<file path="src/rtl/dm_arbiter.sv">
// Two-port arbiter in front of the single-ported data memory: pipeline (port 0) has
// priority, the loader (port 1) is forced through after STARVE_MAX denied cycles.
module dm_arbiter #(
  parameter int STARVE_MAX = 4,
  localparam int SW = $clog2(STARVE_MAX + 1)
) (
  input  logic          clk,
  input  logic          rstn,
  input  logic          p0_req,
  input  logic          p0_we,
  input  logic [2:0]    p0_type,
  input  logic [31:0]   p0_addr,
  input  logic [31:0]   p0_wdata,
  output logic          p0_gnt,
  output logic          p0_stall,
  output logic [31:0]   p0_rdata,
  output logic          p0_err,
  input  logic          p1_req,
  input  logic          p1_we,
  input  logic [2:0]    p1_type,
  input  logic [31:0]   p1_addr,
  input  logic [31:0]   p1_wdata,
  output logic          p1_gnt,
  output logic [31:0]   p1_rdata,
  output logic          p1_rvalid,
  output logic          p1_err,
  output logic          dm_wr,
  output logic [2:0]    dm_type,
  output logic [31:0]   dm_addr,
  output logic [31:0]   dm_din,
  input  logic [31:0]   dm_dout,
  output logic          dbg_mode,
  output logic [SW-1:0] dbg_starve
);

  localparam logic [2:0] DM_WORD   = 3'd0;
  localparam logic [2:0] DM_HALF   = 3'd1;
  localparam logic [2:0] DM_HALF_U = 3'd2;

  typedef enum logic {PRI0 = 1'b0, FORCE1 = 1'b1} mode_t;

  mode_t         mode;
  logic [SW-1:0] starve;
  logic [SW-1:0] starve_inc;
  logic          p0_mis;
  logic          p1_mis;

  function automatic logic misaligned(input logic [2:0] t, input logic [1:0] a);
    logic m;
    case (t)
      DM_WORD:            m = (a != 2'b00);
      DM_HALF, DM_HALF_U: m = a[0];
      default:            m = 1'b0;
    endcase
    return m;
  endfunction

  // Handshake: a request (req plus payload) is held by its owner until the
  // matching gnt is seen; the access takes place in the cycle gnt is high.
  assign p0_gnt   = (mode == PRI0) & p0_req;
  assign p1_gnt   = (mode == FORCE1) ? p1_req : (p1_req & ~p0_req);
  assign p0_stall = p0_req & ~p0_gnt;
  assign p0_rdata = dm_dout;

  assign p0_mis = misaligned(p0_type, p0_addr[1:0]);
  assign p1_mis = misaligned(p1_type, p1_addr[1:0]);
  assign p0_err = p0_gnt & p0_mis;
  assign p1_err = p1_gnt & p1_mis;

  // Port 0 drives the memory bus whenever port 1 is not granted.
  assign dm_type = p1_gnt ? p1_type  : p0_type;
  assign dm_addr = p1_gnt ? p1_addr  : p0_addr;
  assign dm_din  = p1_gnt ? p1_wdata : p0_wdata;
  assign dm_wr   = p1_gnt ? (p1_we & ~p1_mis) : (p0_gnt & p0_we & ~p0_mis);

  assign starve_inc = starve + 1'b1;
  assign dbg_mode   = mode;
  assign dbg_starve = starve;

  always_ff @(posedge clk or negedge rstn) begin
    if (!rstn) begin
      mode   <= PRI0;
      starve <= '0;
    end else begin
      case (mode)
        PRI0: begin
          if (p1_req & ~p1_gnt) begin
            if (starve_inc == SW'(STARVE_MAX)) begin
              mode   <= FORCE1;
              starve <= '0;
            end else begin
              starve <= starve_inc;
            end
          end else begin
            starve <= '0;
          end
        end
        FORCE1: begin
          mode   <= PRI0;
          starve <= '0;
        end
        default: begin
          mode   <= PRI0;
          starve <= '0;
        end
      endcase
    end
  end

  always_ff @(posedge clk or negedge rstn) begin
    if (!rstn) begin
      p1_rdata  <= '0;
      p1_rvalid <= 1'b0;
    end else if (p1_gnt & ~p1_we & ~p1_mis) begin
      p1_rdata  <= dm_dout;
      p1_rvalid <= 1'b1;
    end else begin
      p1_rvalid <= 1'b0;
    end
  end

endmodule
</file>
<file path="config.mk">
export PLATFORM = sky130hd
export DESIGN_NAME = dm_arbiter
export DESIGN_NICKNAME = d
export VERILOG_FILES = /design/src/rtl/dm_arbiter.sv
export SDC_FILE = /design/constraint.sdc
export NUM_CORES = 1
export LEC_CHECK = 0
export ABC_AREA = 1
export CAP_MARGIN = 20
export CORE_AREA = 3 3 122 124
export CTS_BUF_LIST = sky130_fd_sc_hd__clkbuf_8 sky130_fd_sc_hd__clkbuf_16
export DETAILED_ROUTE_END_ITERATION = 10
export DIE_AREA = 0 0 125 127
export GPL_ROUTABILITY_DRIVEN = 1
export SYNTH_ARGS = -nofsm -noshare
export SYNTH_HDL_FRONTEND = slang
export SYNTH_SLANG_ARGS = --single-unit
</file>
<file path="constraint.sdc">
create_clock -name clk -period 3.3 [get_ports clk]
set_clock_uncertainty 0.1 [all_clocks]
set_input_delay 0.66 -clock clk [delete_from_list [all_inputs] [get_ports clk]]
set_output_delay 0.66 -clock clk [all_outputs]
set_load 0.05 [all_outputs]
</file>
==> out/qor.json, run 1 <==
{
  "tightest_slew_ns": 0.8262,
  "post-route-drc-count": 0,
  "postRouteAntennaNets": 0,
  "drv_slew": 0,
  "synth.distinct_cells": 19,
  "worstSetupPathType": "primary input to primary output",
  "post_drt_wl_per_cell_um": 15.19,
  "starting_density": 0.1915,
  "detailedPlacementHpwl_mm": 11.38,
  "core.rowCount": 43,
  "largest_net_degree_at_the_start_of_global_routing": 67,
  "drtIter0Drc": 182,
  "ys_warn_count": 0,
  "globalRouteTotalUtil": 0.1566,
  "register_area_um2": 925.9,
  "antenna_violations_before_repair": 0,
  "vias": 3570,
  "fin_setup_tns_ns": 0,
  "holdCritPathClass": "flip-flop to flip-flop",
  "place_congestion": 0.8925,
  "clock_insertion_delay_worst_skew_ns": 0.27,
  "timing_hold_violations_final": 0,
  "path_cells": "clkdlybuf4s50_1 > nand2_2 > nand2_4 > inv_2 > buf_12 > nand2_1 > nand2_1 > buf_12",
  "worstSetupStartpointType": "primary input",
  "clk_transition_reported_paths_ns": 0.05,
  "synth.yosys.seq_area_share": 0.3484,
  "p_per_area_nw_per_um2": 391.9,
  "first_global_vias": 3703,
  "timing.final.setup_violations": 0,
  "grt_remaining_overflow": 0,
  "clock_tree.buffer_depth": 2,
  "layout.cells.most_common": "nand2_1",
  "cpLargestDelayFamily": "buffers and inverters",
  "final.period_utilization": 0.8852,
  "maxCapViolCount": 0,
  "run_status": "complete, no violations",
  "timing.hold.worst.start": "p1_rdata[24]",
  "crit_path_top_delay_cell": "clkdlybuf4s50_1",
  "multiInputGateArea_um2": 1323,
  "final_cell_mix": "nand2_1, clkdlybuf4s50_1, buf_12, dfrtp_1, nand3_1",
  "synthesis.nets": 602,
  "cts_inserted_buffers": 5,
  "fraction_of_layout_instances_using_a_drive_strength_above_1": 0.1288,
  "synthCells": 428,
  "grt_setup_unrepaired": "no",
  "grt_pass1_wl_mm": 19.80,
  "critical_path_buf_inv_count": 4,
  "power.static_leakage_nw": 3.175,
  "post_drt_via_cell_ratio": 4.061,
  "drt-total-wl_mm": 13.35,
  "flow.area_growth_from_synthesis_pct": 146.5,
  "avgSynthCellArea_um2": 6.209,
  "tritoncts": "yes",
  "layout.filler_cells": 1314,
  "ys_seq_elements": 37,
  "dr.pass1.iters": 4,
  "clk_root_buffer_cell": "clkbuf_16",
  "post_cts_buffers": 0,
  "setup.worst_path.end_class": "primary output",
  "io_pins": 314,
  "design.core.area_um2": 13880,
  "fp.dieH_um": 127,
  "startpoint_of_the_worst_register_to_register_path": "dbg_mode",
  "ir_worst_vdd_mv": 0.2156,
  "cp_data_required_time_ns": 2.54,
  "die_area_um2": 15880,
  "hold_buffers": 0,
  "maxSlewHeadroom": 0.4492,
  "place_area_um2": 6411,
  "die-width_um": 125,
  "cts_repair_resize_count": 0,
  "portBuffers": 313,
  "synth_area_um2": 2658,
  "worstPathArrival_ns": 2.16,
  "cts.htree.levels": 2,
  "cp_slowest_stage_delay_ns": 0.43,
  "n_antenna_cell": 0,
  "crit_path_max_fanout": 57,
  "final_period_minus_worst_setup_slack_ns": 2.921,
  "worstSetupStartpoint": "p0_req",
  "maxClockFrequency_mhz": 342.3,
  "clock_sink_count": 37,
  "finish.instance_area_um2": 6550,
  "design.final.nets": 872
}
[report_power, final]
| group | total (mW) | switching, mW | internal, mW | leakage (nW) |
|---|---|---|---|---|
| logic | 1.56 | 0.896 | 0.660 | 2.63 |
| registers | 0.569 | 0.0402 | 0.529 | 0.469 |
| clock network | 0.442 | 0.169 | 0.274 | 0.0748 |
| total | 2.57 | 1.10 | 1.46 | 3.17 |
[worst reg2reg max path, stage by stage, from the launching register on]
cell and delay (ns):
dfrtp_1 0.43, inv_1 0.08, nand2_2 0.11, nand2_4 0.08
buf_4 0.18, nor2_8 0.09, nand2_2 0.37, nand2_1 0.20
nand2_1 0.07
[metal layers]
metal  vias to the layer above  track usage  part of all wire
li1                       1813            -                 -
met1                      1587       0.1731              0.37
met2                       154       0.3002              0.54
met3                        16      0.04013             0.070
met4                         0      0.03571             0.018
met5                         -            0                 0
[state kept, by name (all words and copies together) (netlist names)]
register / cells
p1_rdata: 32
p1_rvalid: 1
dbg_mode: 1
dbg_starve: 3
[worst paths after layout]
kind | slack (ns) | to | depth (start not counted)
setup / recovery | 0.38 | dm_addr[10] | 8
hold / removal | 0.37 | p1_rdata[24] | 2
setup reg to reg | 1.47 | p1_rdata[26] | 8
hold reg to reg | 0.37 | p1_rdata[24] | 2
max in group asynchronous | 2.19 | p1_rdata[18] | 1
min in group asynchronous | 0.38 | p1_rdata[4] | 1
[through the flow]
step                  util  total power [mW]  hold slack [ns]  worst slack [ns]  std cells
floorplan                -             1.369           0.2644            0.3269        428
detailed placement  0.4619             2.146           0.3570            0.3894        871
CTS                 0.4719             2.600           0.3711            0.3893        879
finish              0.4719             2.567           0.3676            0.3789        879
global route        0.4719             2.676           0.3856            0.2651        879
global placement    0.4619             2.132           0.3559            0.4207        871
[cell type report]
class,count,share of cell area
clock buffers,5,0.01910
clock inverters,3,0.002101
multi-input cells,323,0.2019
well taps,180,0.03438
flip-flops and latches,37,0.1414
repair buffers,318,0.5937
inverters,13,0.007450
[synthesized netlist by cell type]
library cell | number | area (um2)
nand2_2 | 2 | 12.51
nor2_1 | 6 | 22.52
nor2_8 | 1 | 20.02
buf_4 | 38 | 285.3
nand2_4 | 1 | 11.26
o21ai_0 | 5 | 25.02
nand3_2 | 1 | 10.01
buf_2 | 9 | 45.04
nor3b_1 | 1 | 7.510
nand2_1 | 269 | 1010
a21oi_1 | 1 | 5.000
ha_1 | 2 | 25.02
inv_2 | 1 | 3.750
buf_1 | 6 | 22.52
inv_1 | 12 | 45.04
clkbuf_1 | 2 | 7.510
xor2_1 | 1 | 8.760
nand3_1 | 33 | 165.2
dfrtp_1 | 37 | 925.9
[cell families after synthesis]
group	synth area share
adder cells (fa/ha/maj)	0.009415
AO/OA/AOI/OAI	0.01130
XOR/XNOR	0.003296
flip-flops	0.3484
AND/OR/NAND/NOR	0.4736
buffers and inverters	0.1540
No activity file was read; power rests on OpenSTA's default activity.
==> run 2: changes to the inputs <==
--- a/config.mk
+++ b/config.mk
@@ -5,12 +5,11 @@
 export SDC_FILE = /design/constraint.sdc
 export NUM_CORES = 1
 export LEC_CHECK = 0
-export ABC_AREA = 1
 export CAP_MARGIN = 20
-export CORE_AREA = 3 3 122 124
+export CORE_AREA = 3 3 119 121
 export CTS_BUF_LIST = sky130_fd_sc_hd__clkbuf_8 sky130_fd_sc_hd__clkbuf_16
 export DETAILED_ROUTE_END_ITERATION = 10
-export DIE_AREA = 0 0 125 127
+export DIE_AREA = 0 0 122 124
 export GPL_ROUTABILITY_DRIVEN = 1
 export SYNTH_ARGS = -nofsm -noshare
 export SYNTH_HDL_FRONTEND = slang
==> out/qor.json, run 2 <==
{
  "design.final.nets": 662,
  "maxCapViolCount": 0,
  "synthCells": 206,
  "portBuffers": 313,
  "layout.cells.most_common": "clkdlybuf4s50_1",
  "detailedPlacementHpwl_mm": 11.52,
  "crit_path_max_fanout": 17,
  "clkPwrFrac": 0.214,
  "antenna_violations_before_repair": 6,
  "post-route-drc-count": 0,
  "timing.final.setup_violations": 0,
  "die-width_um": 122,
  "dp_worst_setup_slack_ns": 0.3065,
  "cp_slowest_stage_delay_ns": 0.47,
  "dr.pass1.iters": 4,
  "first_global_vias": 2842,
  "drt-total-wl_mm": 12.97,
  "hold_ws_ns": 0.3803,
  "cell_internal_pwr_mw": 1.504,
  "postRouteAntennaNets": 0,
  "final_core_utilization": 0.4300,
  "clk_transition_reported_paths_ns": 0.06,
  "largest_net_degree_at_the_start_of_global_routing": 38,
  "avgSynthCellArea_um2": 12.25,
  "drtIter0Drc": 70,
  "clock_sink_count": 37,
  "top_layer": "met5",
  "post_cts_buffers": 0,
  "post-place-cells": 657,
  "clock_tree.buffer_depth": 2,
  "place_area_um2": 5495,
  "grt_pass1_wl_mm": 17.93,
  "number_of_flops_mapped_to_enable_cells_by_yosys": 0,
  "path_cells": "clkdlybuf4s50_1 > nand2b_1 > nand2_4 > buf_4 > mux2_2 > buf_4",
  "wl_met2_mm": 6.136,
  "run_status": "complete, no violations",
  "fin_setup_tns_ns": 0,
  "power_mw": 2.569,
  "synth_most_common_cell": "mux2_2",
  "met3RoutedLength_mm": 1.970,
  "post_synth_most_frequent_cells": "mux2_2, dfrtp_1, buf_4",
  "fp.dieH_um": 124,
  "detailed_routing_wirelength_on_met1_mm": 4.499,
  "flow.area_growth_from_synthesis_pct": 124.7,
  "post_drt_via_cell_ratio": 4.011,
  "worstSetupStartpointType": "primary input",
  "synth.distinct_cells": 22,
  "multiInputGateArea_um2": 1285,
  "timing_hold_violations_final": 0,
  "crit_path_top_delay_cell": "clkdlybuf4s50_1",
  "cts.htree.levels": 2,
  "ir_worst_vdd_mv": 0.1914,
  "largest_register_ff_count": 32,
  "holdCritPathClass": "primary input to async pin",
  "cpLargestDelayFamily": "buffers and inverters",
  "critical_path.reg2reg.endpoint": "p1_rdata[14]",
  "tightest_slew_ns": 0.8192,
  "largest-register": "p1_rdata",
  "synth_flop_cell": "dfrtp_1",
  "post_drt_wl_per_cell_um": 19.50,
  "maxClockFrequency_mhz": 332.0,
  "power.static_leakage_nw": 2.362,
  "grt_remaining_overflow": 0,
  "finish.instance_area_um2": 5672,
  "n_antenna_cell": 0,
  "timing.critical_path.to": "dm_din[4]",
  "cp_common_cell": "buf_4",
  "die_area_um2": 15130,
  "drv_slew": 0,
  "core.rowCount": 42,
  "cts_inserted_buffers": 5,
  "grt_setup_unrepaired": "no",
  "cp_data_required_time_ns": 2.54,
  "fraction_of_layout_instances_using_a_drive_strength_above_1": 0.3783,
  "synthesis.nets": 380,
  "worstPathArrival_ns": 2.25,
  "top_cells_by_area_synth": "mux2_2, dfrtp_1, buf_4",
  "globalRouteTotalUtil": 0.1628,
  "synth.yosys.seq_area_share": 0.3669,
  "register_area_um2": 925.9,
  "cts_repair_resize_count": 0,
  "p_sw_mw": 1.064,
  "maxSlewHeadroom": 0.4539,
  "startpoint_of_the_worst_register_to_register_path": "dbg_mode",
  "ys_seq_elements": 37,
  "final_period_minus_worst_setup_slack_ns": 3.012,
  "place_congestion": 1.003,
  "tritoncts": "yes",
  "power.combinational.fraction": 0.557,
  "power.switching_fraction": 0.4144,
  "critical_path_buf_inv_count": 3,
  "ys_warn_count": 0,
  "io_pins": 314,
  "ff2ff_setup_slack_ns": 1.39,
  "clk_root_buffer_cell": "clkbuf_16",
  "layout.filler_cells": 1270,
  "starting_density": 0.1913,
  "postLayoutSetupSlackWorst_ns": 0.2876,
  "setup.worst_path.end_class": "primary output",
  "final.period_utilization": 0.9128,
  "synthDominantCellAreaShare": 0.4328,
  "top_cell_type_by_total_area_after_synthesis": "mux2_2",
  "cells_on_worst_reg2reg_path": 6,
  "hold_buffers": 0,
  "p_per_area_nw_per_um2": 452.9,
  "synth_area_um2": 2524,
  "seq_power_share": 0.229,
  "finalNonFillerCells": 665,
  "design.core.area_um2": 13190,
  "final_cell_mix": "clkdlybuf4s50_1, mux2_2, buf_4, dfrtp_1, buf_12",
  "worstSetupStartpoint": "p0_req",
  "fraction_of_registers_with_async_set_reset": 1.000,
  "clock_insertion_delay_worst_skew_ns": 0.27,
  "worstSetupPathType": "primary input to primary output",
  "critical_path_cell_count": 6,
  "vias": 2667
}
## run 2: logic make-up after synthesis
logic type,after synthesis,synth area share
compound gates,4,0.01140
xor+xnor,1,0.003471
fa+ha+maj,2,0.009914
buf+inv,45,0.1269
flops,37,0.3669
mux,98,0.4373
simple gates,19,0.04413
## run 2: power groups by stage
stage               logic (mW)  registers, mW  clock network (mW)
global route              1.49          0.603               0.593
floorplan                0.539          0.919                   0
detailed placement        1.44          0.597                   0
finish                    1.43          0.588               0.549
CTS                       1.45          0.589               0.568
global placement          1.44          0.593                   0
## run 2: per-layer routing
layer / GRT usage / vias to the layer above
met4: 0.04972 / 12
li1: - / 1262
met1: 0.1733 / 1186
met3: 0.09991 / 26
met5: 0 / -
met2: 0.2697 / 181
## run 2: worst min-delay path by stage
stage                       startpoint           end  depth (start not counted)
after global placement    p1_rdata[23]  p1_rdata[23]                          1
after CTS                 p1_rdata[23]  p1_rdata[23]                          1
final                             rstn   p1_rdata[9]                          1
after global routing      p1_rdata[23]  p1_rdata[23]                          1
after floorplan                   rstn      dbg_mode                          0
after detailed placement  p1_rdata[23]  p1_rdata[23]                          1
## run 2: worst reg2reg max path, cell delays in order, from the launching register on
cell and delay, ns:
dfrtp_1 0.37, nand2b_1 0.23, nand2_4 0.10, buf_12 0.17, nor3b_4 0.21, buf_12 0.23, mux2_2 0.39
## run 2: layout make-up
cell class                      instances  area share
Multi-Input combinational cell        124      0.2266
Timing Repair Buffer                  317      0.5383
Clock inverter                          2    0.006618
Inverter                                3    0.001985
Sequential cell                        37      0.1632
Clock buffer                            6     0.02449
Tap cell                              176     0.03883
